[src/rtl/mpte_fetch_unit_if.sv]
// Bus bundle for mpte_fetch_unit: pipeline input/output handshakes and the MPTE memory port.
// The slave modport is the fetch unit's view; master is the surrounding environment's view.
interface mpte_fetch_unit_if #(
    parameter int unsigned PIPELINE_SLAVE_DATA_WIDTH = 32,
    parameter int unsigned MEMORY_DATA_WIDTH         = 64,
    parameter int unsigned MEMORY_ADDR_WIDTH         = 32
);
    logic                                                   stage_slave_valid;
    logic                                                   stage_slave_ready;
    logic [PIPELINE_SLAVE_DATA_WIDTH-1:0]                   stage_slave_data;
    logic                                                   stage_slave_walk;
    logic                                                   stage_master_valid;
    logic                                                   stage_master_ready;
    logic [PIPELINE_SLAVE_DATA_WIDTH+MEMORY_DATA_WIDTH-1:0] stage_master_data;
    logic                                                   stage_master_error;
    logic                                                   memory_master_mem_req;
    logic                                                   memory_master_mem_gnt;
    logic                                                   memory_master_mem_valid;
    logic [MEMORY_ADDR_WIDTH-1:0]                           memory_master_mem_addr;
    logic [MEMORY_DATA_WIDTH-1:0]                           memory_master_mem_rdata;
    logic [MEMORY_DATA_WIDTH-1:0]                           memory_master_mem_wdata;
    logic                                                   memory_master_mem_we;
    logic [MEMORY_DATA_WIDTH/8-1:0]                         memory_master_mem_be;
    logic                                                   memory_master_mem_error;

    modport slave (
        input  stage_slave_valid, stage_slave_data, stage_slave_walk, stage_master_ready,
        input  memory_master_mem_gnt, memory_master_mem_valid, memory_master_mem_rdata,
        input  memory_master_mem_error,
        output stage_slave_ready, stage_master_valid, stage_master_data, stage_master_error,
        output memory_master_mem_req, memory_master_mem_addr, memory_master_mem_wdata,
        output memory_master_mem_we, memory_master_mem_be
    );

    modport master (
        output stage_slave_valid, stage_slave_data, stage_slave_walk, stage_master_ready,
        output memory_master_mem_gnt, memory_master_mem_valid, memory_master_mem_rdata,
        output memory_master_mem_error,
        input  stage_slave_ready, stage_master_valid, stage_master_data, stage_master_error,
        input  memory_master_mem_req, memory_master_mem_addr, memory_master_mem_wdata,
        input  memory_master_mem_we, memory_master_mem_be
    );
endinterface

[src/rtl/mpte_fetch_unit.sv]
// Walking-stage MPTE fetch: in-order transaction queue issuing up to MAX_OUTSTANDING memory reads,
// bypassing non-walking entries, with per-entry error and squash-on-flush.
module mpte_fetch_unit #(
    parameter int unsigned PIPELINE_SLAVE_DATA_WIDTH = 32,
    parameter int unsigned MEMORY_DATA_WIDTH         = 64,
    parameter int unsigned MEMORY_ADDR_WIDTH         = 32,
    parameter int unsigned TRANSACTION_FIFO_DEPTH    = 4,
    parameter int unsigned MAX_OUTSTANDING           = 2
) (
    input  logic                 clk_i,
    input  logic                 rst_ni,
    input  logic                 flush_i,
    mpte_fetch_unit_if.slave     bus,
    output logic [31:0]          walk_count_o,
    output logic [31:0]          bypass_count_o
);
    localparam int unsigned PSDW  = PIPELINE_SLAVE_DATA_WIDTH;
    localparam int unsigned MDW   = MEMORY_DATA_WIDTH;
    localparam int unsigned DEPTH = TRANSACTION_FIFO_DEPTH;
    localparam int unsigned AW    = $clog2(DEPTH);
    localparam int unsigned PW    = AW + 1;
    localparam int unsigned OW    = $clog2(MAX_OUTSTANDING + 1);

    localparam logic [1:0] IDLE       = 2'd0;
    localparam logic [1:0] WAIT_ISSUE = 2'd1;
    localparam logic [1:0] WAIT_RESP  = 2'd2;
    localparam logic [1:0] DONE       = 2'd3;

    logic [1:0]      state_q   [DEPTH];
    logic [PSDW-1:0] payload_q [DEPTH];
    logic            walk_q    [DEPTH];
    logic [MDW-1:0]  rdata_q   [DEPTH];
    logic            err_q     [DEPTH];

    logic [PW-1:0] wr_ptr, rd_ptr, count;
    logic [OW-1:0] outstanding, out_next;
    logic          squash, full, empty;
    logic          accept, pop, gnt_fire;
    logic          iss_found, resp_found;
    logic [AW-1:0] iss_idx, resp_idx, scan_idx, head;

    assign count = wr_ptr - rd_ptr;
    assign full  = (wr_ptr[AW] != rd_ptr[AW]) && (wr_ptr[AW-1:0] == rd_ptr[AW-1:0]);
    assign empty = (wr_ptr == rd_ptr);
    assign head  = rd_ptr[AW-1:0];

    // Oldest-first scan from the head: first WAIT_ISSUE is issued, first WAIT_RESP takes the response.
    always_comb begin
        iss_found  = 1'b0;
        iss_idx    = '0;
        resp_found = 1'b0;
        resp_idx   = '0;
        scan_idx   = '0;
        for (int unsigned i = 0; i < DEPTH; i++) begin
            scan_idx = head + AW'(i);
            if (PW'(i) < count) begin
                if (!iss_found && state_q[scan_idx] == WAIT_ISSUE) begin
                    iss_found = 1'b1;
                    iss_idx   = scan_idx;
                end
                if (!resp_found && state_q[scan_idx] == WAIT_RESP) begin
                    resp_found = 1'b1;
                    resp_idx   = scan_idx;
                end
            end
        end
    end

    assign bus.stage_slave_ready       = !full && !squash;
    assign bus.stage_master_valid      = !empty && (state_q[head] == DONE);
    assign bus.stage_master_data       = {rdata_q[head], payload_q[head]};
    assign bus.stage_master_error      = bus.stage_master_valid && err_q[head];
    assign bus.memory_master_mem_req   = iss_found && (outstanding < OW'(MAX_OUTSTANDING));
    assign bus.memory_master_mem_addr  = payload_q[iss_idx][MEMORY_ADDR_WIDTH-1:0];
    assign bus.memory_master_mem_wdata = '0;
    assign bus.memory_master_mem_we    = 1'b0;
    assign bus.memory_master_mem_be    = '1;

    assign accept   = bus.stage_slave_valid && bus.stage_slave_ready && !flush_i;
    assign pop      = bus.stage_master_valid && bus.stage_master_ready && !flush_i;
    assign gnt_fire = bus.memory_master_mem_req && bus.memory_master_mem_gnt;
    assign out_next = outstanding + OW'(gnt_fire) - OW'(bus.memory_master_mem_valid);

    always_ff @(posedge clk_i or negedge rst_ni) begin
        if (!rst_ni) begin
            wr_ptr         <= '0;
            rd_ptr         <= '0;
            outstanding    <= '0;
            squash         <= 1'b0;
            walk_count_o   <= '0;
            bypass_count_o <= '0;
            for (int unsigned i = 0; i < DEPTH; i++) begin
                state_q[i]   <= IDLE;
                payload_q[i] <= '0;
                walk_q[i]    <= 1'b0;
                rdata_q[i]   <= '0;
                err_q[i]     <= 1'b0;
            end
        end else begin
            outstanding <= out_next;
            if (flush_i) begin
                // Reads already granted stay counted; squash absorbs their responses.
                squash <= (out_next != '0);
                wr_ptr <= '0;
                rd_ptr <= '0;
                for (int unsigned i = 0; i < DEPTH; i++) state_q[i] <= IDLE;
            end else begin
                squash <= squash && (out_next != '0);
                if (gnt_fire) state_q[iss_idx] <= WAIT_RESP;
                if (bus.memory_master_mem_valid && resp_found) begin
                    state_q[resp_idx] <= DONE;
                    rdata_q[resp_idx] <= bus.memory_master_mem_rdata;
                    err_q[resp_idx]   <= bus.memory_master_mem_error;
                end
                if (accept) begin
                    state_q[wr_ptr[AW-1:0]]   <= bus.stage_slave_walk ? WAIT_ISSUE : DONE;
                    payload_q[wr_ptr[AW-1:0]] <= bus.stage_slave_data;
                    walk_q[wr_ptr[AW-1:0]]    <= bus.stage_slave_walk;
                    rdata_q[wr_ptr[AW-1:0]]   <= '0;
                    err_q[wr_ptr[AW-1:0]]     <= 1'b0;
                    wr_ptr                    <= wr_ptr + PW'(1);
                end
                if (pop) begin
                    state_q[head] <= IDLE;
                    rd_ptr        <= rd_ptr + PW'(1);
                    if (walk_q[head]) walk_count_o   <= walk_count_o + 32'd1;
                    else              bypass_count_o <= bypass_count_o + 32'd1;
                end
            end
        end
    end
endmodule

[src/flat_wrapper.sv]
// flat-port wrapper written by rule: the top's interface ports become plain ports
module mpte_fetch_unit_flat 
#(
    parameter int unsigned PIPELINE_SLAVE_DATA_WIDTH = 32,
    parameter int unsigned MEMORY_DATA_WIDTH         = 64,
    parameter int unsigned MEMORY_ADDR_WIDTH         = 32,
    parameter int unsigned TRANSACTION_FIFO_DEPTH    = 4,
    parameter int unsigned MAX_OUTSTANDING           = 2
)
  (clk_i, rst_ni, flush_i, walk_count_o, bypass_count_o, bus_stage_slave_valid, bus_stage_slave_data, bus_stage_slave_walk, bus_stage_master_ready, bus_memory_master_mem_gnt, bus_memory_master_mem_valid, bus_memory_master_mem_rdata, bus_memory_master_mem_error, bus_stage_slave_ready, bus_stage_master_valid, bus_stage_master_data, bus_stage_master_error, bus_memory_master_mem_req, bus_memory_master_mem_addr, bus_memory_master_mem_wdata, bus_memory_master_mem_we, bus_memory_master_mem_be);
  mpte_fetch_unit_if #(.PIPELINE_SLAVE_DATA_WIDTH(PIPELINE_SLAVE_DATA_WIDTH), .MEMORY_DATA_WIDTH(MEMORY_DATA_WIDTH), .MEMORY_ADDR_WIDTH(MEMORY_ADDR_WIDTH)) bus_i ();
  input  logic clk_i;
  input  logic rst_ni;
  input  logic flush_i;
  output logic [31:0] walk_count_o;
  output logic [31:0] bypass_count_o;
  input wire logic [$bits(bus_i.stage_slave_valid)-1:0] bus_stage_slave_valid;
  input wire logic [$bits(bus_i.stage_slave_data)-1:0] bus_stage_slave_data;
  input wire logic [$bits(bus_i.stage_slave_walk)-1:0] bus_stage_slave_walk;
  input wire logic [$bits(bus_i.stage_master_ready)-1:0] bus_stage_master_ready;
  input wire logic [$bits(bus_i.memory_master_mem_gnt)-1:0] bus_memory_master_mem_gnt;
  input wire logic [$bits(bus_i.memory_master_mem_valid)-1:0] bus_memory_master_mem_valid;
  input wire logic [$bits(bus_i.memory_master_mem_rdata)-1:0] bus_memory_master_mem_rdata;
  input wire logic [$bits(bus_i.memory_master_mem_error)-1:0] bus_memory_master_mem_error;
  output wire logic [$bits(bus_i.stage_slave_ready)-1:0] bus_stage_slave_ready;
  output wire logic [$bits(bus_i.stage_master_valid)-1:0] bus_stage_master_valid;
  output wire logic [$bits(bus_i.stage_master_data)-1:0] bus_stage_master_data;
  output wire logic [$bits(bus_i.stage_master_error)-1:0] bus_stage_master_error;
  output wire logic [$bits(bus_i.memory_master_mem_req)-1:0] bus_memory_master_mem_req;
  output wire logic [$bits(bus_i.memory_master_mem_addr)-1:0] bus_memory_master_mem_addr;
  output wire logic [$bits(bus_i.memory_master_mem_wdata)-1:0] bus_memory_master_mem_wdata;
  output wire logic [$bits(bus_i.memory_master_mem_we)-1:0] bus_memory_master_mem_we;
  output wire logic [$bits(bus_i.memory_master_mem_be)-1:0] bus_memory_master_mem_be;
  assign bus_i.stage_slave_valid = bus_stage_slave_valid;
  assign bus_i.stage_slave_data = bus_stage_slave_data;
  assign bus_i.stage_slave_walk = bus_stage_slave_walk;
  assign bus_i.stage_master_ready = bus_stage_master_ready;
  assign bus_i.memory_master_mem_gnt = bus_memory_master_mem_gnt;
  assign bus_i.memory_master_mem_valid = bus_memory_master_mem_valid;
  assign bus_i.memory_master_mem_rdata = bus_memory_master_mem_rdata;
  assign bus_i.memory_master_mem_error = bus_memory_master_mem_error;
  assign bus_stage_slave_ready = bus_i.stage_slave_ready;
  assign bus_stage_master_valid = bus_i.stage_master_valid;
  assign bus_stage_master_data = bus_i.stage_master_data;
  assign bus_stage_master_error = bus_i.stage_master_error;
  assign bus_memory_master_mem_req = bus_i.memory_master_mem_req;
  assign bus_memory_master_mem_addr = bus_i.memory_master_mem_addr;
  assign bus_memory_master_mem_wdata = bus_i.memory_master_mem_wdata;
  assign bus_memory_master_mem_we = bus_i.memory_master_mem_we;
  assign bus_memory_master_mem_be = bus_i.memory_master_mem_be;
  mpte_fetch_unit #(.PIPELINE_SLAVE_DATA_WIDTH(PIPELINE_SLAVE_DATA_WIDTH), .MEMORY_DATA_WIDTH(MEMORY_DATA_WIDTH), .MEMORY_ADDR_WIDTH(MEMORY_ADDR_WIDTH), .TRANSACTION_FIFO_DEPTH(TRANSACTION_FIFO_DEPTH), .MAX_OUTSTANDING(MAX_OUTSTANDING)) u_core (.clk_i(clk_i), .rst_ni(rst_ni), .flush_i(flush_i), .bus(bus_i), .walk_count_o(walk_count_o), .bypass_count_o(bypass_count_o));
endmodule
[config.mk]
export PLATFORM = sky130hd
export DESIGN_NAME = mpte_fetch_unit_flat
export DESIGN_NICKNAME = d
export VERILOG_FILES = /design/src/rtl/mpte_fetch_unit_if.sv /design/src/rtl/mpte_fetch_unit.sv /design/src/flat_wrapper.sv
export SDC_FILE = /design/constraint.sdc
export NUM_CORES = 1
export LEC_CHECK = 0
export BUFFER_PORTS_ARGS = -buffer_cell sky130_fd_sc_hd__buf_2
export CORE_MARGIN = 5
export CORE_UTILIZATION = 57
export CTS_CLUSTER_DIAMETER = 40
export DETAILED_ROUTE_END_ITERATION = 6
export GPL_TIMING_DRIVEN = 0
export HOLD_SLACK_MARGIN = 0.03
export PLACE_DENSITY = 0.88
export SLEW_MARGIN = 5
export SYNTH_ARGS = -nofsm -noshare
export SYNTH_HDL_FRONTEND = slang
export SYNTH_SLANG_ARGS = --single-unit
[constraint.sdc]
create_clock -name clk_i -period 10.7 [get_ports clk_i]
set_input_delay 1.07 -clock clk_i [delete_from_list [all_inputs] [get_ports clk_i]]
set_output_delay 1.07 -clock clk_i [all_outputs]
set_load 0.01 [all_outputs]
==> flow_summary.yaml, run 1 <==
outcome:
  status: "finished clean"
clock_network:
  cts_root_buf: "clkbuf_16"
  cts.clk_slew.worst_paths_ns: 0.06
  cts_tree: "yes"
  clk_latency_ns: 0.61
  clk_path_buf_depth: 3
  postCtsSetupBuffers: 0
  cts_hold_buf: 0
  post_cts_resized: 0
  clock-sinks: 473
  cts_buffers: 71
  cts.htree.levels: 3
floorplanning:
  rows: 75
  die_w_um: 215
  die-area_um2: 46230
  core_area_um2: 41760
  io_pins: 374
  start_util_pct: 57.36
  die-height_um: 215
sta:
  fin_skew_ns: 0.02880
  slew_viol_final: 0
  hold_violations: 0
  period_needed_ns: 6.296
  rsz0062_at_grt: "no"
  relSlewSlack_pct: 25.24
  worstMarginPinSlew_ns: 1.121
  fmax_mhz: 158.8
  period_share_pct: 58.84
  setup_viol: 0
pwr:
  power_density_nw_per_um2: 192.5
  p_comb_share_pct: 17.0
  p_sw_mw: 1.623
  finalPower_mw: 5.599
  share_seq_of_total_power_pct: 39.0
  p_leak_nw: 14.57
  swShare_pct: 28.99
  vdd_drop_max_mv: 0.1516
  p_int_mw: 3.976
  p_clk_share_pct: 44.0
routing:
  drt-vias-per-instance: 6.289
  vias: 21057
  drtIter0Drc: 2297
  wl_per_cell_um: 22.46
  first_pass_iters: 6
  remaining_drc_errors: 0
  antenna_left: 0
  wl_mm: 75.18
yosys:
  syn_inst: 2287
  synth_cell_types: 62
  ys_ff_latch: 473
  seq_area_frac_synth_pct: 49.41
  async_flop_share_pct: 100.0
  ys.flop_type: "dfrtp_1"
  synth_area_um2: 23950
  yosys_warnings: 0
  synth_edf_count: 0
  syn_avg_cell_area_um2: 10.47
worst_setup_path:
  cp_max_fo: 10
  crit_arrival_ns: 5.23
  crit_type: "reg -> out"
  crit_required_ns: 9.63
  start_kind: "register"
  r2r_cells: 14
  end_kind: "output pin"
global_route:
  antenna_found_initial: 19
  grt_pass1_wl_mm: 117.7
  grt_util_all_layers_pct: 31.72
  first_global_vias: 21826
  grt_max_degree: 112
  grt_remaining_overflow: 0
cells_and_area:
  nNetsFinal: 2855
  post-route-util_pct: 69.65
  fillers: 2861
  final_layout_size_suffix_gt1_share_pct: 23.93
  synthToLayoutAreaGrowth_pct: 21.42
place:
  io_buffer_count: 300
  place_hpwl_mm: 49.96
  gp_routability_congestion: 0.9153
job:
  cap_viol_max_count: 0
min_path:
  whs_path_depth: 1
  hp-class: "reg -> reg"
cells by family after synthesis:
kind of cell    Yosys count  synth area share, %
flops                   473                49.41
other cells               2              0.03135
xor+xnor                 71                2.716
simple gates            948                16.60
buf+inv                 262                5.824
fa+ha+maj                15               0.8148
compound gates          311                10.49
mux                     205                14.11
per-layer routing:
metal | part of all wire, % | wire length [um] | vias up | GRT usage, %
met5 | 0.053 | 40 | - | 0
met4 | 5.6 | 4206 | 6 | 16.92
met3 | 11 | 8424 | 342 | 9.640
met2 | 48 | 35930 | 1507 | 50.66
met1 | 35 | 26580 | 10330 | 39.20
li1 | - | - | 8872 | -
cells in the final DEF, fill, tap and decap left out, types with 10 or more instances in the layout:
cell type and n:
diode_2 18, nand2_1 687, ha_1 14, buf_6 11, xnor2_1 51, buf_4 75, and3_1 11, o211ai_1 133
inv_6 11, xor2_1 18, nor2_1 29, inv_1 16, clkbuf_1 110, mux4_2 106, dfrtp_1 473, conb_1 73
buf_2 337, nand4_1 18, a22o_1 130, mux2i_1 97, nand3_1 160, clkbuf_16 73, bufinv_16 10, buf_1 14
power by group through the flow:
stage | clock network [mW] | logic [mW] | registers (mW)
final | 2.46 | 0.953 | 2.18
after global placement | 0 | 0.884 | 2.17
after global routing | 2.57 | 1.04 | 2.20
after CTS | 2.48 | 0.943 | 2.17
after detailed placement | 0 | 0.929 | 2.20
after floorplan | 0 | 0.571 | 2.14
worst max-delay path: stages, from the launching register on:
cell and delay [ns]:
dfrtp_1 0.44, buf_6 0.19, buf_2 0.26, inv_1 0.17
ha_1 0.32, buf_2 0.23, mux4_2 0.56, inv_1 0.09
nand3_1 0.15, and2_1 0.21, o31ai_2 0.53, clkbuf_1 0.74
mux2i_1 0.18, mux2i_1 0.34, buf_2 0.20
sequential cells by signal, indices dropped and copies added (netlist names):
name / count
u_core.bypass_count_o: 32
u_core.rd_ptr: 3
u_core.walk_q: 4
u_core.rdata_q: 256
u_core.walk_count_o: 32
u_core.squash: 1
u_core.err_q: 4
u_core.payload_q: 128
u_core.wr_ptr: 3
u_core.state_q: 8
u_core.outstanding: 2
synth_stat cells (29+ instances only):
master | instances | area share, %
nand3_1 | 160 | 3.3
buf_2 | 38 | 0.79
o211ai_1 | 133 | 4.2
a22o_1 | 130 | 4.8
mux4_2 | 106 | 10
mux2i_1 | 97 | 4.1
nor2_1 | 29 | 0.45
buf_4 | 75 | 2.4
xnor2_1 | 51 | 1.9
clkbuf_1 | 108 | 1.7
nand2_1 | 687 | 11
dfrtp_1 | 473 | 49
through the flow:
step	instances	setup TNS [ns]	worst slack (ns)	hold WS (ns)	area [um^2]
detailed placement	3201	0	5.265	0.4653	26520
global route	3340	0	4.273	0.4943	29070
finish	3348	0	4.404	0.4769	29090
global placement	3197	-214.50	-0.5166	0.4556	26400
CTS	3330	0	4.580	0.4763	29040
floorplan	2358	0	6.279	0.4405	24220
path summary, 6_finish.rpt:
| kind | startpoint | to | slack (ns) |
|---|---|---|---|
| worst max-delay path | u_core.rd_ptr[0]$_DFFE_PN0P_ | bus_memory_master_mem_addr[3] | 4.40 |
| worst min-delay path | u_core.bypass_count_o[31]$_DFFE_PN0P_ | u_core.bypass_count_o[31]$_DFFE_PN0P_ | 0.48 |
| worst max register to register | u_core.rd_ptr[0]$_DFFE_PN0P_ | u_core.rdata_q[49]$_DFFE_PN0N_ | 5.80 |
| worst min register to register | u_core.bypass_count_o[31]$_DFFE_PN0P_ | u_core.bypass_count_o[31]$_DFFE_PN0P_ | 0.48 |
| max in group asynchronous | rst_ni | u_core.payload_q[14]$_DFFE_PN0P_ | 9.13 |
| min in group asynchronous | rst_ni | u_core.rdata_q[160]$_DFFE_PN0N_ | 0.50 |
layout make-up:
| cell class | instances | area (um^2) | area share [%] |
|---|---|---|---|
| sequential | 473 | 11840 | 40.70 |
| multi-input combinational | 1623 | 10990 | 37.78 |
| clock buffer | 82 | 1931 | 6.638 |
| timing repair buffer | 304 | 1622 | 5.575 |
| buffer | 246 | 1335 | 4.590 |
| tap | 539 | 674.4 | 2.319 |
| clock inverter | 47 | 593.1 | 2.039 |
| inverter | 16 | 60.06 | 0.2065 |
| antenna | 18 | 45.04 | 0.1549 |
Power figures use the tool's default switching activity.
==> run 2, diff against run 1 <==
--- a/config.mk
+++ b/config.mk
@@ -7,12 +7,12 @@
 export LEC_CHECK = 0
 export BUFFER_PORTS_ARGS = -buffer_cell sky130_fd_sc_hd__buf_2
 export CORE_MARGIN = 5
-export CORE_UTILIZATION = 57
+export CORE_UTILIZATION = 52
 export CTS_CLUSTER_DIAMETER = 40
 export DETAILED_ROUTE_END_ITERATION = 6
 export GPL_TIMING_DRIVEN = 0
 export HOLD_SLACK_MARGIN = 0.03
-export PLACE_DENSITY = 0.88
+export PLACE_DENSITY = 0.85
 export SLEW_MARGIN = 5
 export SYNTH_ARGS = -nofsm -noshare
 export SYNTH_HDL_FRONTEND = slang
==> constraint.sdc (replaced) <==
create_clock -name clk_i -period 5.4 [get_ports clk_i]
set_input_delay 0.54 -clock clk_i [delete_from_list [all_inputs] [get_ports clk_i]]
set_output_delay 0.54 -clock clk_i [all_outputs]
set_load 0.01 [all_outputs]
==> flow_summary.yaml, run 2 (synthesis results as in run 1) <==
min_path:
  hp-class: "in -> reg"
  hp-start: "bus_stage_slave_data[7]"
  whs_path_depth: 3
  holdPathEnd: "u_core.payload_q[7]$_DFFE_PN0P_"
cells_and_area:
  top_register: "u_core.rdata_q"
  largest_reg_flops: 256
  fillers: 3391
  final_cells: 3409
  synthToLayoutAreaGrowth_pct: 21.94
  final_layout_size_suffix_gt1_share_pct: 23.95
  top_regs: "u_core.rdata_q x256, u_core.payload_q x128"
  nNetsFinal: 2858
  final_cell_mix: "nand2_1, dfrtp_1, buf_2"
  final_common_cell: "nand2_1"
worst_setup_path:
  crit_required_ns: 4.86
  cp_slowest_cell: "mux4_2"
  slowest_delay_ns: 0.56
  start_kind: "register"
  r2r_cells: 14
  end_kind: "output pin"
  r2r-end: "u_core.rdata_q[205]$_DFFE_PN0N_"
  cp_max_fo: 10
  crit_arrival_ns: 4.62
  reg2reg_from: "u_core.rd_ptr[0]$_DFFE_PN0P_"
  r2r_setup_slack_ns: 0.69
  crit_type: "reg -> out"
  crit_chain: "buf_6 -> clkbuf_4 -> inv_1 -> ha_1 -> buf_2 -> mux4_2 -> inv_1 -> nand3_1 -> and2_1 -> o31ai_4 -> buf_6 -> buf_4 -> mux2i_1 -> mux2i_1 -> buf_2"
floorplanning:
  die-height_um: 224.6
  rows: 78
  die-area_um2: 50460
  start_util_pct: 52.67
  io_pins: 374
  die_w_um: 224.6
  core_area_um2: 45480
sta:
  rsz0062_at_grt: "no"
  final.setup.tns_ns: 0
  fin_skew_ns: 0.02225
  period_needed_ns: 5.156
  relSlewSlack_pct: 27.76
  slew_viol_final: 0
  setup_viol: 0
  hold_violations: 0
  period_share_pct: 95.49
  hold_slack_ns: 0.1826
  fmax_mhz: 193.9
  worstMarginPinSlew_ns: 1.084
global_route:
  grt_pass1_wl_mm: 116.9
  grt_max_degree: 120
  first_global_vias: 20995
  grt_remaining_overflow: 0
  antenna_found_initial: 20
  grt_util_all_layers_pct: 28.87
routing:
  drtIter0Drc: 2353
  wl_mm: 74.74
  wl_per_cell_um: 21.92
  first_pass_iters: 7
  vias: 20759
  top_layer_used: "met5"
  drt-vias-per-instance: 6.089
  antenna_left: 0
  wl_met1_mm: 27.95
  wl_met2_mm: 35.76
  remaining_drc_errors: 0
  wl_met3_mm: 7.784
clock_network:
  cts.clk_slew.worst_paths_ns: 0.06
  cts_buffers: 73
  clk_latency_ns: 0.60
  postCtsSetupBuffers: 0
  cts.htree.levels: 3
  cts_root_buf: "clkbuf_16"
  clk_path_buf_depth: 3
  cts_tree: "yes"
  clock-sinks: 473
pwr:
  p_leak_nw: 14.59
  vdd_drop_max_mv: 0.3412
  finalPower_mw: 11.09
  power_density_nw_per_um2: 379.8
job:
  cap_viol_max_count: 0
place:
  placed_cells: 3262
  gp_routability_congestion: 0.9011
  io_buffer_count: 300
  place_hpwl_mm: 50.67
outcome:
  status: "finished clean"
## run 2: critical path: cells and delay by family (launching register included)
kind / cells / cell delay, ns
adder cells (fa/ha/maj): 1 / 0.30
AND/OR/NAND/NOR: 2 / 0.37
AO/OA/AOI/OAI: 1 / 0.41
flip-flops: 1 / 0.42
buffers and inverters: 8 / 1.54
multiplexers: 3 / 0.95
## run 2: timing repair
item	4_1_cts	5_1_grt
setup endpoints to repair	30	30
hold endpoints to repair	39	0
hold buffers	1	0
pin swaps	0	1
gates resized for setup	5	11
## run 2: through the flow
stage	util, %	setup WS [ns]	area [um^2]
after floorplan	-	1.509	24220
after global placement	58.21	-5.318	26470
after detailed placement	58.47	0.4957	26590
after CTS	64.13	0.02121	29160
after global routing	64.21	0.02865	29200
final	64.23	0.2436	29210
## run 2: final cells by class
type,instances,area (um^2),share of cell area [%]
clock buffer,91,2007,6.871
tap,600,750.7,2.570
inverter,16,60.06,0.2056
buffer,246,1360,4.656
clock inverter,43,536.8,1.838
timing repair buffer,305,1632,5.586
antenna,12,30.03,0.1028
multi-input combinational,1623,11000,37.65
sequential,473,11840,40.52
## run 2: power by group
part / internal (mW) / switching [mW] / total (mW) / leakage [nW]
combinational: 0.813 / 1.07 / 1.88 / 7.54
clock: 3.07 / 1.83 / 4.90 / 1.23
sequential: 3.98 / 0.334 / 4.32 / 5.82
## run 2: layer usage
metal | vias up | GRT usage, %
li1 | 8873 | -
met1 | 10381 | 37.55
met3 | 237 | 7.726
met4 | 16 | 12.32
met5 | - | 0
met2 | 1252 | 46.19
## run 2: how the worst max path moves through the flow
stage          slack [ns]                         start                                to  cells after the start
6_report             0.24  u_core.rd_ptr[0]$_DFFE_PN0P_    bus_memory_master_mem_addr[18]                     15
5_1_grt              0.03  u_core.rd_ptr[0]$_DFFE_PN0P_    bus_memory_master_mem_addr[19]                     15
4_1_cts              0.02  u_core.rd_ptr[0]$_DFFE_PN0P_    bus_memory_master_mem_addr[18]                     14
3_5_place_dp         0.50  u_core.rd_ptr[0]$_DFFE_PN0P_    bus_memory_master_mem_addr[27]                     15
3_3_place_gp        -5.32                        rst_ni  u_core.payload_q[14]$_DFFE_PN0P_                      1
2_1_floorplan        1.51  u_core.rd_ptr[0]$_DFFE_PN0P_    bus_memory_master_mem_addr[10]                     14
